### src/rtl/toysram_scan_pkg.sv
// Shared types and sizing for the toy SRAM scan responder.
package toysram_scan_pkg;

   typedef enum logic [1:0] {
      S_IDLE    = 2'd0,
      S_CAPTURE = 2'd1,
      S_SHIFT   = 2'd2,
      S_UPDATE  = 2'd3
   } scan_state_t;

   localparam int SCAN_LEN_DEF = 32;

   // Counter must reach SCAN_LEN+1 so that over-long sessions remain distinguishable.
   function automatic int cnt_width(input int len);
      return $clog2(len + 2);
   endfunction

endpackage

### src/rtl/toysram_scan_sync.sv
// Single-bit pad synchronizer, SYNC_STAGES flops deep, cleared by reset.
module toysram_scan_sync #(
   parameter int SYNC_STAGES = 2
) (
   input  logic wb_clk_i,
   input  logic wb_rst_i,
   input  logic din,
   output logic dout
);

   logic [SYNC_STAGES-1:0] sync_q;

   always_ff @(posedge wb_clk_i) begin
      if (wb_rst_i) sync_q <= '0;
      else          sync_q <= {sync_q[SYNC_STAGES-2:0], din};
   end

   assign dout = sync_q[SYNC_STAGES-1];

endmodule

### src/rtl/toysram_scan_ctl.sv
// GPIO scan responder: capture status, shift out/in, update config outputs.
// Optional build macro SCAN_LEN_CHECK_EN gates the config update on an exact shift count.
module toysram_scan_ctl
   import toysram_scan_pkg::*;
#(
   parameter int                  SCAN_LEN    = SCAN_LEN_DEF,
   parameter logic [SCAN_LEN-1:0] CFG_RST     = '0,
   parameter int                  SYNC_STAGES = 2
) (
   input  logic                wb_clk_i,
   input  logic                wb_rst_i,
   input  logic                te_i,
   input  logic                scan_clk_i,
   input  logic                scan_in_i,
   output logic                scan_out_o,
   input  logic [SCAN_LEN-1:0] cap_data_i,
   output logic [SCAN_LEN-1:0] cfg_o,
   output logic                cfg_upd_o,
   output logic                busy_o,
   output logic                len_err_o
);

   localparam int                CNT_W   = cnt_width(SCAN_LEN);
   localparam logic [CNT_W-1:0]  CNT_MAX = CNT_W'(SCAN_LEN + 1);

   logic te_s, sck_s, sin_s;
   logic te_q, sck_q;
   logic te_rise, sck_rise;

   scan_state_t         state, state_nxt;
   logic                do_capture, do_shift, do_update, load_ok;
   logic [SCAN_LEN-1:0] shreg;
   logic [CNT_W-1:0]    cnt;

   toysram_scan_sync #(.SYNC_STAGES(SYNC_STAGES)) u_sync_te (
      .wb_clk_i(wb_clk_i), .wb_rst_i(wb_rst_i), .din(te_i),       .dout(te_s));
   toysram_scan_sync #(.SYNC_STAGES(SYNC_STAGES)) u_sync_sck (
      .wb_clk_i(wb_clk_i), .wb_rst_i(wb_rst_i), .din(scan_clk_i), .dout(sck_s));
   toysram_scan_sync #(.SYNC_STAGES(SYNC_STAGES)) u_sync_sin (
      .wb_clk_i(wb_clk_i), .wb_rst_i(wb_rst_i), .din(scan_in_i),  .dout(sin_s));

   // Edge detect stage: previous-cycle copies of the synchronized pads
   always_ff @(posedge wb_clk_i) begin
      if (wb_rst_i) begin
         te_q  <= 1'b0;
         sck_q <= 1'b0;
      end else begin
         te_q  <= te_s;
         sck_q <= sck_s;
      end
   end

   assign te_rise  = te_s & ~te_q;
   assign sck_rise = sck_s & ~sck_q;

   always_ff @(posedge wb_clk_i) begin
      if (wb_rst_i) state <= S_IDLE;
      else          state <= state_nxt;
   end

   // SHIFT leaves on te_s low rather than only the fall pulse, so a fall that
   // lands during CAPTURE still ends the session; a coincident sck rise is dropped.
   always_comb begin
      state_nxt  = state;
      do_capture = 1'b0;
      do_shift   = 1'b0;
      do_update  = 1'b0;
      case (state)
         S_IDLE:    if (te_rise) state_nxt = S_CAPTURE;
         S_CAPTURE: begin
            do_capture = 1'b1;
            state_nxt  = S_SHIFT;
         end
         S_SHIFT: begin
            if (!te_s)         state_nxt = S_UPDATE;
            else if (sck_rise) do_shift  = 1'b1;
         end
         S_UPDATE: begin
            do_update = 1'b1;
            state_nxt = S_IDLE;
         end
      endcase
   end

`ifdef SCAN_LEN_CHECK_EN
   localparam logic [CNT_W-1:0] CNT_LEN = CNT_W'(SCAN_LEN);

   assign load_ok = (cnt == CNT_LEN);

   always_ff @(posedge wb_clk_i) begin
      if (wb_rst_i)                   len_err_o <= 1'b0;
      else if (do_capture)            len_err_o <= 1'b0;
      else if (do_update && !load_ok) len_err_o <= 1'b1;
   end
`else
   assign load_ok   = 1'b1;
   assign len_err_o = 1'b0;
`endif

   // Shift/capture/update stage
   always_ff @(posedge wb_clk_i) begin
      if (wb_rst_i) begin
         shreg      <= '0;
         cnt        <= '0;
         scan_out_o <= 1'b0;
         cfg_o      <= CFG_RST;
         cfg_upd_o  <= 1'b0;
      end else begin
         if (do_capture) begin
            shreg <= cap_data_i;
            cnt   <= '0;
         end else if (do_shift) begin
            shreg <= {sin_s, shreg[SCAN_LEN-1:1]};
            if (cnt != CNT_MAX) cnt <= cnt + CNT_W'(1);
         end
         scan_out_o <= shreg[0];
         cfg_upd_o  <= do_update & load_ok;
         if (do_update && load_ok) cfg_o <= shreg;
      end
   end

   assign busy_o = (state != S_IDLE);

endmodule

### config.mk
export PLATFORM = sky130hd
export DESIGN_NAME = toysram_scan_ctl
export DESIGN_NICKNAME = d
export VERILOG_FILES = /design/src/rtl/toysram_scan_pkg.sv /design/src/rtl/toysram_scan_sync.sv /design/src/rtl/toysram_scan_ctl.sv
export SDC_FILE = /design/constraint.sdc
export NUM_CORES = 1
export LEC_CHECK = 0
export ABC_AREA = 0
export BUFFER_PORTS_ARGS = -buffer_cell sky130_fd_sc_hd__buf_2
export CAP_MARGIN = 20
export CORE_MARGIN = 1
export CORE_UTILIZATION = 25
export DETAILED_ROUTE_END_ITERATION = 6
export GPL_TIMING_DRIVEN = 0
export HOLD_SLACK_MARGIN = 0.02
export MAX_ROUTING_LAYER = met4
export PLACE_DENSITY = 0.41
export SYNTH_ARGS = -nofsm -noshare
export SYNTH_HDL_FRONTEND = slang
export SYNTH_SLANG_ARGS = --single-unit
### constraint.sdc
create_clock -name wb_clk_i -period 2.01 [get_ports wb_clk_i]
set_clock_uncertainty 0.1 [all_clocks]
set_input_delay 0.3015 -clock wb_clk_i [delete_from_list [all_inputs] [get_ports wb_clk_i]]
set_output_delay 0.3015 -clock wb_clk_i [all_outputs]
set_load 0.01 [all_outputs]
## Word-level counts from Yosys, hierarchy flattened

Cells that the tools add are included.

- Register bits after elaboration: 76
- Output and inout port bits: 36
- Input bits: 37

- Multiplexer cells: 10
- Bitwise operators: 4
- Equal/unequal tests: 5
- Reductions and logical operators: 4

Operators by type and width:

| cell | count |
|---|---|
| 32-bit two-way mux | 2 |
| 2-bit case mux with 4 select lines | 1 |
| 1-bit two-way mux | 5 |
| 2-bit equality test, second input constant | 2 |
| 2-bit two-way mux | 2 |
| 2-bit inequality test, second input constant | 2 |
| 2-bit nonzero test | 2 |
| 1-bit AND | 2 |
| 2-bit by 1-bit equality test with 1-bit output, second input constant | 1 |
| 2-bit zero test | 1 |
| 1-bit inverter | 2 |
| 2-bit AND reduction | 1 |

## Logic depth before layout (Yosys ltp)

- Depth after elaboration: 7
- Depth in mapped cells: 7
- Gate-level depth less buffers: 5

## Hierarchy

A second synthesis with hierarchy kept.

- Cells, all modules: 325
- Area total of the unflattened synthesis: 3,335.7 sq um

Modules (own cells, without submodules):

| module | seq. area each (sq um) | cells each | instances | area each (sq um) |
|---|---|---|---|---|
| toysram_scan_ctl | 1,401.3 | 313 | 1 | 3,178.0 |
| toysram_scan_sync | 40.0 | 4 | 3 | 52.6 |

## Worst setup path before layout

No wires, ideal clock.

- Kind: register to register
- Start point: register state[0]
- End point: register shreg[10]
- Library setup time: 0.103 ns
- Data required time: 1.807 ns
- Path slack: 0.457 ns
- Arrival time: 1.349 ns
- Stages on the path, launching flop included: 7
- Path through: dfxtp_1 -> inv_1 -> ha_1 -> nand4b_4 -> buf_4 -> nor3_1 -> a2111oi_2

- Word-level cells in the longest chain between the ends: 3
- Elaborated cells between the ends (all ways): 6

RTL lines:

| element | line | text |
|---|---|---|
| from (decl) | toysram_scan_ctl.sv:30 | `scan_state_t state, state_nxt;` |
| from (signal assigned) | toysram_scan_ctl.sv:58 | `else state <= state_nxt;` |
| 2-bit by 1-bit equality test with 1-bit output / 2-bit equality test (equally long branches) | toysram_scan_ctl.sv:68 | `case (state)` |
| 1-bit two-way mux | toysram_scan_ctl.sv:68 |  |
| 32-bit two-way mux / 2-bit nonzero test (equally long branches) | - |  |
| to (signal assigned) | toysram_scan_ctl.sv:110 | `shreg <= cap_data_i;` |
| to (signal assigned) | toysram_scan_ctl.sv:113 | `shreg <= {sin_s, shreg[SCAN_LEN-1:1]};` |
| to (decl) | toysram_scan_ctl.sv:32 | `logic [SCAN_LEN-1:0] shreg;` |

Parallel ways exist; a longest one is shown, timed or not.
A chain may end at the register's enable or synchronous reset.

## Worst setup path in the final report

- Start point: register state[0]
- End point: register shreg[22]

Same word-level chain as after synthesis.

==> flow_summary.toml <==
[run_status]
status = "completed"

[clock_network]
cts-root-buf = "clkbuf_16"
cts_max_level = 3
cts_buffers = 9
path_clk_slew_ps = 60
cts_setup_buffers = 0
clock_latency_ps = 340
ctsResizeCount = 0
cts_tree = "done"
ctsLongestPathBuffers = 2
ctsHoldBuffers = 0
clock-sinks = 76

[synth]
synth_fp_nets = 367
synth_area_per_cell_um2 = 10.25
synth-seq-area-share_pct = 45.68
postSynthCellCount = 325
yosys_warnings = 0
synth_area_um2 = 3331
synth_cell_types = 19
ys_ff_latch = 76

[worst_setup_path]
path_buf_inv = 2
worst-endpoint-arrival_ps = 1920
crit_family = "flip-flops"
crit_type = "register to register"
critPathMaxFanout = 10
cpMaxStageDelayCell = "dfxtp_1"
r2r_cells = 6
path_depth = 6
cpPeakStageDelay_ps = 370
cp_cell_sequence = "inv_1, ha_1, nand4b_4, buf_4, nor3_1, a2111oi_2"
critPathRequiredTime_ps = 2150
start_kind = "register"
end_kind = "register"

[global_route]
grt_max_degree = 12
grt.total_usage_pct = 13.67
overflow = 0
grt_pass1_wl_um = 14100
grt_antenna_before_repair = 0
grt_pass1_vias = 2638

[floorplan]
core_area_um2 = 12820
io_pins = 73
dieArea_um2 = 13790
start_util_pct = 25.97
row_count = 41
die_x_um = 117.4
die_height_um = 117.4

[final_layout]
layout-drive-gt1-share_pct = 33.33
fin_util_pct = 32.59
final_common_cell = "buf_2"
fillCellCount = 1399
final_area_um2 = 4179
syn2layout_area_growth_pct = 25.47
final_cell_mix = "buf_2, dfxtp_1, nor2_1"
nNetsFinal = 448
diodes = 0

[power]
power_density_nw_per_um2 = 1239
power_leakage_nw = 1.690
ir_drop_v = 0.0004646
power_mw = 5.179

[placed_design]
placed_cell_area_um2 = 3896
post-place-ws_ps = 215.0
port_buffers = 70
gp_congestion = 0.7092
hpwl_um = 5998

[sta]
maxSlewHeadroom_pct = 49.19
setup_slack_ps = 226.9
fin_crit_sh_pct = 88.71
tns_ps = 0
fmax_ghz = 0.5608
report.final.setup_viol = 0
rsz0062_at_grt = "no"
finalWorstPathRequiredPeriod_ps = 1783
tightest_slew_ps = 762.1
hold_viol = 0
drv_slew = 0

[drt]
first_pass_iters = 4
ant_nets = 0
drt-initial-drc-count = 102
drt_wl_total_um = 8494
routedWlPerCell_um = 14.57
drc_errors = 0
viasPerCell = 4.427
routed-via-count = 2581

[hold_path]
hp-class = "input port to register"
whs_path_depth = 2

[run]
maxCapViolations = 0
-- registers in the layout, indices dropped and copies added, names as in the netlist --
signal             flops
shreg                 32
cfg_upd_o              1
u_sync_sck.sync_q      2
scan_out_o             1
state                  2
sck_q                  1
u_sync_te.sync_q       2
cfg_o                 32
u_sync_sin.sync_q      2
te_q                   1
-- where the power goes --
group	switching, mW	leakage (nW)	internal (mW)
registers	0.257	0.620	1.83
logic	0.799	0.930	0.730
clock network	0.625	0.140	0.937
-- worst paths after layout --
| check | end | start | slack, ps |
|---|---|---|---|
| min | u_sync_sin.sync_q[0] | scan_in_i | 80 |
| max reg2reg | shreg[22] | state[0] | 230 |
| min reg2reg | u_sync_sin.sync_q[1] | u_sync_sin.sync_q[0] | 330 |
| max | shreg[22] | state[0] | 230 |
-- synthesized netlist by cell type --
cell type / number / area, um2
a2111oi_2: 32 / 480.5
a211oi_1: 2 / 15.01
a22o_1: 1 / 8.760
buf_2: 8 / 40.04
buf_4: 5 / 37.54
buf_6: 5 / 56.30
clkbuf_1: 9 / 33.78
clkbuf_4: 3 / 22.52
conb_1: 1 / 3.750
dfxtp_1: 76 / 1521
ha_1: 5 / 62.56
inv_1: 4 / 15.01
mux2i_1: 33 / 330.3
nand2b_1: 3 / 18.77
nand4b_4: 1 / 23.77
nor2_1: 63 / 236.5
nor2b_1: 41 / 256.5
nor3_1: 32 / 160.2
nor3b_1: 1 / 7.510
-- layer usage --
| metal | vias to the layer above | track usage [%] | part of all wire (%) |
|---|---|---|---|
| met3 | 14 | 3.259 | 3.5 |
| met5 | - | - | 0 |
| met2 | 54 | 19.86 | 45 |
| met4 | 0 | 5.844 | 1.8 |
| li1 | 1294 | - | - |
| met1 | 1219 | 17.96 | 50 |
-- worst reg2reg max path: cells and delay by family (launching register included) --
family	cells	cell delay [ps]
adders and majority gates	1	260
DFF	1	370
and+or+nand+nor	2	300
buffers and inverters	2	320
AOI/OAI and AO/OA	1	340
-- metrics by stage --
| step | instances | hold slack [ps] |
|---|---|---|
| 3_5_place_dp | 567 | 324.8 |
| 6_report | 583 | 77.25 |
| 5_1_grt | 583 | 91.45 |
| 2_1_floorplan | 325 | 313.8 |
| 4_1_cts | 583 | 70.55 |
| 3_3_place_gp | 567 | 324.2 |
-- cell type report --
type	count	area [um2]	area share, %
timing repair buffer	70	350.3	8.383
inverter	4	15.01	0.3593
buffer	30	190.2	4.551
sequential	76	1521	36.41
tap	172	215.2	5.150
clock buffer	15	277.8	6.647
clock inverter	1	5.005	0.1198
multi-input combinational	215	1604	38.38
-- cell families (layout without fill, tap and decap cells) --
| family | after synthesis | in the layout | share of synthesized area, % |
|---|---|---|---|
| simple gates | 141 | 141 | 21.11 |
| flops | 76 | 76 | 45.68 |
| compound gates | 35 | 35 | 15.14 |
| buf+inv | 34 | 120 | 6.161 |
| mux | 33 | 33 | 9.917 |
| fa+ha+maj | 5 | 5 | 1.878 |
| other cells | 1 | 1 | 0.1126 |
Note: power is estimated with default switching activity, not from simulation.
